===== config.mk =====
export PLATFORM = sky130hd
export DESIGN_NAME = parking_sensor_conditioner
export DESIGN_NICKNAME = d
export VERILOG_FILES = /design/src/rtl/parking_pkg.sv /design/src/rtl/parking_debounce.sv /design/src/rtl/parking_sensor_conditioner.sv
export SDC_FILE = /design/constraint.sdc
export NUM_CORES = 1
export LEC_CHECK = 0
export CAP_MARGIN = 30
export CORE_ASPECT_RATIO = 1.25
export CORE_MARGIN = 1
export CORE_UTILIZATION = 40
export DETAILED_ROUTE_END_ITERATION = 6
export PLACE_DENSITY_LB_ADDON = 0.25
export SLEW_MARGIN = 30
export SYNTH_ARGS = -nofsm -noshare
export SYNTH_HDL_FRONTEND = slang
export SYNTH_HIERARCHICAL = 1
export SYNTH_SLANG_ARGS = --single-unit

===== constraint.sdc =====
create_clock -name clk -period 2.85 [get_ports clk]
set_clock_uncertainty 0.05 [all_clocks]
set_input_delay 0.57 -clock clk [delete_from_list [all_inputs] [get_ports clk]]
set_output_delay 0.57 -clock clk [all_outputs]
set_load 0.02 [all_outputs]

===== src/rtl/parking_pkg.sv =====
// Shared types and constants for the parking gate front-end and parking_system.
package parking_pkg;

   localparam int PW_W = 4;

   typedef enum logic [1:0] {
      DB_LOW      = 2'd0,
      DB_CHK_HIGH = 2'd1,
      DB_HIGH     = 2'd2,
      DB_CHK_LOW  = 2'd3
   } db_state_e;

endpackage


===== src/rtl/parking_debounce.sv =====
// Two-flop synchroniser followed by a four-state debounce FSM for one gate sensor.
// Level and rise pulse are registered so they change on the same edge.
module parking_debounce
   import parking_pkg::*;
#(
   parameter int DEBOUNCE_CYCLES = 16,
   parameter int CNT_W           = 16
) (
   input  logic clk,
   input  logic reset_n,
   input  logic raw_in,
   output logic level,
   output logic rise_pulse
);

   localparam logic [CNT_W-1:0] CNT_LAST = CNT_W'(DEBOUNCE_CYCLES - 1);
   localparam logic [CNT_W-1:0] CNT_ONE  = CNT_W'(1);

   logic             sync1_q, sync2_q;
   db_state_e        state_q, state_d;
   logic [CNT_W-1:0] cnt_q, cnt_d;
   logic             level_q, level_d;
   logic             rise_q, rise_d;

   // synchroniser, FSM state and registered outputs
   always_ff @(posedge clk or negedge reset_n) begin
      if (!reset_n) begin
         sync1_q <= 1'b0;
         sync2_q <= 1'b0;
         state_q <= DB_LOW;
         cnt_q   <= '0;
         level_q <= 1'b0;
         rise_q  <= 1'b0;
      end else begin
         sync1_q <= raw_in;
         sync2_q <= sync1_q;
         state_q <= state_d;
         cnt_q   <= cnt_d;
         level_q <= level_d;
         rise_q  <= rise_d;
      end
   end

   always_comb begin
      state_d = state_q;
      cnt_d   = cnt_q;
      case (state_q)
         DB_LOW: begin
            if (sync2_q) begin
               state_d = DB_CHK_HIGH;
               cnt_d   = CNT_ONE;
            end else begin
               cnt_d   = '0;
            end
         end
         DB_CHK_HIGH: begin
            if (!sync2_q) begin
               state_d = DB_LOW;
               cnt_d   = '0;
            end else if (cnt_q == CNT_LAST) begin
               state_d = DB_HIGH;
               cnt_d   = '0;
            end else begin
               cnt_d   = cnt_q + CNT_ONE;
            end
         end
         DB_HIGH: begin
            if (!sync2_q) begin
               state_d = DB_CHK_LOW;
               cnt_d   = CNT_ONE;
            end else begin
               cnt_d   = '0;
            end
         end
         DB_CHK_LOW: begin
            if (sync2_q) begin
               state_d = DB_HIGH;
               cnt_d   = '0;
            end else if (cnt_q == CNT_LAST) begin
               state_d = DB_LOW;
               cnt_d   = '0;
            end else begin
               cnt_d   = cnt_q + CNT_ONE;
            end
         end
         default: begin
            state_d = DB_LOW;
            cnt_d   = '0;
         end
      endcase
      level_d = (state_d == DB_HIGH) || (state_d == DB_CHK_LOW);
      rise_d  = (state_q == DB_CHK_HIGH) && (state_d == DB_HIGH);
   end

   assign level      = level_q;
   assign rise_pulse = rise_q;

endmodule


===== src/rtl/parking_sensor_conditioner.sv =====
// Gate sensor conditioning plus keypad password capture with consume-on-exit and timeout.
module parking_sensor_conditioner
   import parking_pkg::*;
#(
   parameter int DEBOUNCE_CYCLES = 16,
   parameter int PW_TIMEOUT      = 1000,
   parameter int CNT_W           = 16
) (
   input  logic            clk,
   input  logic            reset_n,
   input  logic            raw_entrance,
   input  logic            raw_exit,
   input  logic [PW_W-1:0] key_data,
   input  logic            key_strobe,
   output logic            sensor_entrance,
   output logic            sensor_exit,
   output logic            entry_event,
   output logic            exit_event,
   output logic [PW_W-1:0] password,
   output logic            password_valid
);

   if ((DEBOUNCE_CYCLES < 2) || (64'(DEBOUNCE_CYCLES) >= (64'd1 << CNT_W))) begin : g_bad_debounce
      $error("DEBOUNCE_CYCLES must be >= 2 and fit in CNT_W bits");
   end
   if ((PW_TIMEOUT < 1) || (64'(PW_TIMEOUT) >= (64'd1 << CNT_W))) begin : g_bad_timeout
      $error("PW_TIMEOUT must be >= 1 and fit in CNT_W bits");
   end

   localparam logic [CNT_W-1:0] TO_LAST = CNT_W'(PW_TIMEOUT - 1);
   localparam logic [CNT_W-1:0] TO_ONE  = CNT_W'(1);

   logic            ent_level_s, ent_prev_q, ent_fall_s;
   logic [PW_W-1:0] pw_q, pw_d;
   logic            valid_q, valid_d;
   logic [CNT_W-1:0] to_cnt_q, to_cnt_d;

   parking_debounce #(.DEBOUNCE_CYCLES(DEBOUNCE_CYCLES), .CNT_W(CNT_W)) u_db_entrance (
      .clk        (clk),
      .reset_n    (reset_n),
      .raw_in     (raw_entrance),
      .level      (ent_level_s),
      .rise_pulse (entry_event)
   );

   parking_debounce #(.DEBOUNCE_CYCLES(DEBOUNCE_CYCLES), .CNT_W(CNT_W)) u_db_exit (
      .clk        (clk),
      .reset_n    (reset_n),
      .raw_in     (raw_exit),
      .level      (sensor_exit),
      .rise_pulse (exit_event)
   );

   assign sensor_entrance = ent_level_s;
   assign ent_fall_s      = ent_prev_q & ~ent_level_s;

   // password hold register, timeout counter and entrance fall detector
   always_ff @(posedge clk or negedge reset_n) begin
      if (!reset_n) begin
         ent_prev_q <= 1'b0;
         pw_q       <= '0;
         valid_q    <= 1'b0;
         to_cnt_q   <= '0;
      end else begin
         ent_prev_q <= ent_level_s;
         pw_q       <= pw_d;
         valid_q    <= valid_d;
         to_cnt_q   <= to_cnt_d;
      end
   end

   // A fresh strobe outranks both clear causes, so a code keyed as a car leaves survives.
   always_comb begin
      pw_d     = pw_q;
      valid_d  = valid_q;
      to_cnt_d = to_cnt_q;
      if (key_strobe) begin
         pw_d     = key_data;
         valid_d  = 1'b1;
         to_cnt_d = '0;
      end else if (ent_fall_s || (valid_q && (to_cnt_q == TO_LAST))) begin
         pw_d     = '0;
         valid_d  = 1'b0;
         to_cnt_d = '0;
      end else if (valid_q) begin
         to_cnt_d = to_cnt_q + TO_ONE;
      end else begin
         to_cnt_d = to_cnt_q;
      end
   end

   assign password       = pw_q;
   assign password_valid = valid_q;

endmodule


After elaboration in Yosys (flattened, before gate mapping) --
Cells that the tools add are included.
Word-level totals: register bits 66, input port bits 9, output and inout port bits 9, logic and storage cells 77
Operators by class: add/subtract/negate cells 3, equality and inequality tests 13, multiplexer cells 33, bitwise logic cells 2, reductions and logical operators 10
Operator list (number):
- 2-to-1 mux 16 bit | 9
- one-hot mux 16 bit (4 select lines) | 2
- adder 16 x 1 -> 16 bit, second input constant | 3
- == test 16 x 4 -> 1 bit, second input constant | 2
- 2-to-1 mux 2 bit | 12
- == test 16 x 10 -> 1 bit, second input constant | 1
- == test 2 bit, second input constant | 8
- one-hot mux 2 bit (4 select lines) | 2
- 2-to-1 mux 4 bit | 2
- 2-to-1 mux 1 bit | 6
- == test 2 x 1 -> 1 bit, second input constant | 2
- zero test 2 bit | 2
- logical AND 1 bit | 3
- logical OR 1 bit | 3
- nonzero test 3 bit | 1
- nonzero test 2 bit | 1
- bitwise AND 1 bit | 1
- NOT 1 bit | 1

Logic depth before layout (Yosys ltp) --
depth after elaboration 6, gate-level depth with buffers 7

Modules after synthesis --
The synthesis kept the hierarchy.
Modules (own cells, without submodules):
- parking_debounce | times used 2, cells an instance 90, area each 1032.2 um^2, seq. area each 525.5 um^2
- parking_sensor_conditioner | times used 1, cells an instance 98, area each 1036.0 um^2, seq. area each 550.5 um^2

Worst setup path before layout --
Ideal clock, no wire load.
path type flip-flop to flip-flop, from register valid_q (netlist: password_valid), to register to_cnt_q[10], library setup time 119 ps, arrival 1734 ps, data required time 2681 ps, path slack 947 ps, cell stages (with the launch flop) 8, path buffers 3, path through dfrtp_1 > clkbuf_1 > nand4_1 > nor4_2 > or3_1 > buf_6 > buf_12 > nor2_1
Between the ends: cells in the longest elaborated chain, start to end 4, elaborated cells between the ends (all ways) 5, those cells by class 2 x mux; 3 x reduce/logical
Ends and longest elaborated chain:
- from (decl) | RTL line parking_sensor_conditioner.sv:35 | logic valid_q, valid_d;
- from (signal assigned) | RTL line parking_sensor_conditioner.sv:67 | valid_q <= valid_d;
- logical AND 1 bit | RTL line parking_sensor_conditioner.sv:81 | end else if (ent_fall_s || (valid_q && (to_cnt_q == TO_LAST))) begin
- logical OR 1 bit | RTL line parking_sensor_conditioner.sv:81
- 2-to-1 mux 16 bit | RTL line parking_sensor_conditioner.sv:81
- 2-to-1 mux 16 bit | RTL line parking_sensor_conditioner.sv:77 | if (key_strobe) begin
- to (signal assigned) | RTL line parking_sensor_conditioner.sv:68 | to_cnt_q <= to_cnt_d;
- to (decl) | RTL line parking_sensor_conditioner.sv:36 | logic [CNT_W-1:0] to_cnt_q, to_cnt_d;
Several ways; a longest one is shown, not always the timed one. A chain may end at the register's enable or synchronous reset.

Worst setup path after layout --
from register to_cnt_q[11], to register to_cnt_q[1]
Between the ends: cells in the longest elaborated chain, start to end 5, elaborated cells between the ends (all ways) 6, those cells by class 1 x eq/ne; 2 x mux; 3 x reduce/logical
Ends and longest elaborated chain (RTL line):
- == test 16 x 10 -> 1 bit * | parking_sensor_conditioner.sv:81
- logical AND 1 bit * | parking_sensor_conditioner.sv:81
- logical OR 1 bit * | parking_sensor_conditioner.sv:81
- 2-to-1 mux 16 bit | parking_sensor_conditioner.sv:81
- 2-to-1 mux 16 bit | parking_sensor_conditioner.sv:77
Every way passes the cells marked *; elsewhere a longest branch is shown, timed or not.

==> results.toml <==
[clocking]
cts_sinks = 64
cts_tree = "yes"
cts_setup_buffers = 0
cts_hold_buffers = 0
cts.clk_slew.worst_paths_ns = 0.07
clkLatencyLatePin_ns = 0.35
cts_resized = 0
root_buffer = "clkbuf_8"
clockBufferDepth = 2
h-tree-depth = 3
cts_buffers = 9

[critical_path]
reg2reg_slack_ns = 0.67
required_ns = 3.00
regToRegEndpoint = "to_cnt_q[1]$_DFFE_PN0P_"
cp.arrival_ns = 2.33
crit_path_start = "to_cnt_q[11]$_DFFE_PN0P_"
rr_worst_depth = 4
start_kind = "register"
r2r_start = "to_cnt_q[11]$_DFFE_PN0P_"
endpoint_kind = "register"
path_max_fanout = 16
path_class = "reg -> reg"

[global_routing]
top_usage_layer = "met2"
use_met2_pct = 24.8
grt_pass1_wl_um = 9340
grt_start_max_net_pins = 65
antenna_found_initial = 0
grt_pass1_vias = 2053
gr-usage-met1_pct = 18.2
grt_overflow = 0
grt.total_usage_pct = 15.2
gr-usage-met3_pct = 3.73

[synthesis]
yosysUniqueCellTypes = 36
synth_flop_cell = "dfrtp_1"
synth_nets = 290
yosysSeqAreaShare_pct = 51.7
syn_avg_cell_area_um2 = 11.2
synth_top_area_share_pct = 51.7
synth_area_leaders = "dfrtp_1 (52%), xnor2_1 (9.3%), nor2_1 (5.6%), nor4_2 (5.2%), xor2_1 (3.1%)"
synth_edf_count = 0
ys_seq_elements = 64
synth_area_um2 = 3100
async_flop_share_pct = 100
syn_inst = 278
synth_area_leader_cell = "dfrtp_1"
yosysWarnings = 6

[floorplan]
dieArea_um2 = 8110
fp.dieW_um = 80.7
ios = 18
die_h_um = 100
rows = 35
initial_core_util_pct = 41.6
core-area_um2 = 7440

[route]
vias = 2047
drtIter0Drc = 76
ant_nets = 0
drcViolationCount = 0
wire_per_inst_um = 13.2
wl_um = 5280
viasPerCell = 5.13
dr.pass1.iters = 4

[sta]
tightest_slew_ns = 0.567
hold_violations = 0
fin_tns_setup_ns = 0
rsz0062_at_grt = "false"
fmax_ghz = 0.460
slew-limit-headroom_pct = 62.2
report.final.setup_viol = 0
slew_violations = 0
timing.final.crit_period_ns = 2.18
fin_crit_sh_pct = 76.4
hold_ws_ns = 0.158

[final_layout]
diodes = 0
finalNetCount = 314
drive_gt1_share_pct = 16.9
design_area_um2 = 3620
mostFrequentLayoutCell = "dfrtp_1"
fin_util_pct = 48.6
layout_common_cells = "dfrtp_1 (64), nor2_1 (46), xnor2_1 (33), clkdlybuf4s50_1 (16)"
area_growth_pct = 16.7
final_cells = 399

[flow_run]
cap_violations = 0

[pwr]
p_per_area_nw_per_um2 = 570
vdd_drop_max_mv = 0.325
p_leak_uw = 0.00143

[hold_path]
min_path_type = "in -> async"

[status]
status = "finished, final reports clean"

[place]
dp_cells = 383
gp_congestion = 0.786
place_hpwl_um = 3470
io_buffers = 17
place_area_um2 = 3350
==> power by group <==
part	internal, uW	leakage, uW	switching, uW	total, uW
sequential	924	0.000861	14.3	939
clock	672	0.000134	367	1040
combinational	34.9	0.000435	49.9	84.8
total	1630	0.00143	432	2060
==> synth_stat cells, types with 2 or more instances <==
master,number
dfrtp_1,64
nor2_1,46
xnor2_1,33
nor3_1,13
nor4_2,13
nand4_1,12
inv_1,11
nand3_1,11
xor2_1,11
nand2_1,8
nor2_2,6
nor4_1,6
a22o_1,4
nand3_2,4
ha_1,3
a21boi_0,2
and2_1,2
and3_1,2
and3_2,2
and4_2,2
buf_4,2
mux2_1,2
nand3_4,2
nand4_2,2
nand4_4,2
nor3b_1,2
or4_1,2
==> cells by family after synthesis <==
logic type	share of synthesized area (%)
and+or+nand+nor	28.4
xor gates and xnor gates	12.4
adders and majority gates	1.21
muxes	1.05
AOI/OAI and AO/OA	2.30
buffers and inverters	2.95
DFF	51.7
==> cell type report <==
class | count | area [um^2]
clock inverters | 7 | 143
well taps | 92 | 115
fillers | 674 | 3830
flip-flops and latches | 64 | 1600
repair buffers | 18 | 185
clock buffers | 9 | 124
multi-input cells | 198 | 1410
inverters | 11 | 41.3
==> metrics by stage <==
| step | power [uW] | setup slack, ns |
|---|---|---|
| 2_1_floorplan | 998 | 0.947 |
| 3_3_place_gp | 1040 | 0.714 |
| 3_5_place_dp | 1040 | 0.658 |
| 4_1_cts | 2090 | 0.637 |
| 5_1_grt | 2140 | 0.466 |
| 6_report | 2060 | 0.674 |
==> routing by layer <==
metal	up-vias	wire, um
li1	1017	-
met1	1000	2360
met2	17	2640
met3	13	132
met4	0	142
met5	-	0
==> how the worst max path moves through the flow <==
stage,to,slack (ns),depth (start not counted)
after floorplan,to_cnt_q[10]$_DFFE_PN0P_,0.95,7
after global placement,to_cnt_q[0]$_DFFE_PN0P_,0.71,4
after detailed placement,to_cnt_q[1]$_DFFE_PN0P_,0.66,4
after CTS,to_cnt_q[1]$_DFFE_PN0P_,0.64,4
after global routing,to_cnt_q[5]$_DFFE_PN0P_,0.47,5
final,to_cnt_q[1]$_DFFE_PN0P_,0.67,4
==> flip-flops by register name (all words and copies together), names as in the netlist, 4 cells and up <==
register and flops:
password 4, to_cnt_q 16, u_db_entrance/cnt_q 16, u_db_exit/cnt_q 16
==> worst max-delay path, cell delays in order, from the launching register on <==
cell	delay (ns)
dfrtp_1	0.42
or4_1	0.55
nor4_2	0.37
or3_1	0.53
nor2_1	0.11
Note: power is estimated with default switching activity, not from simulation.
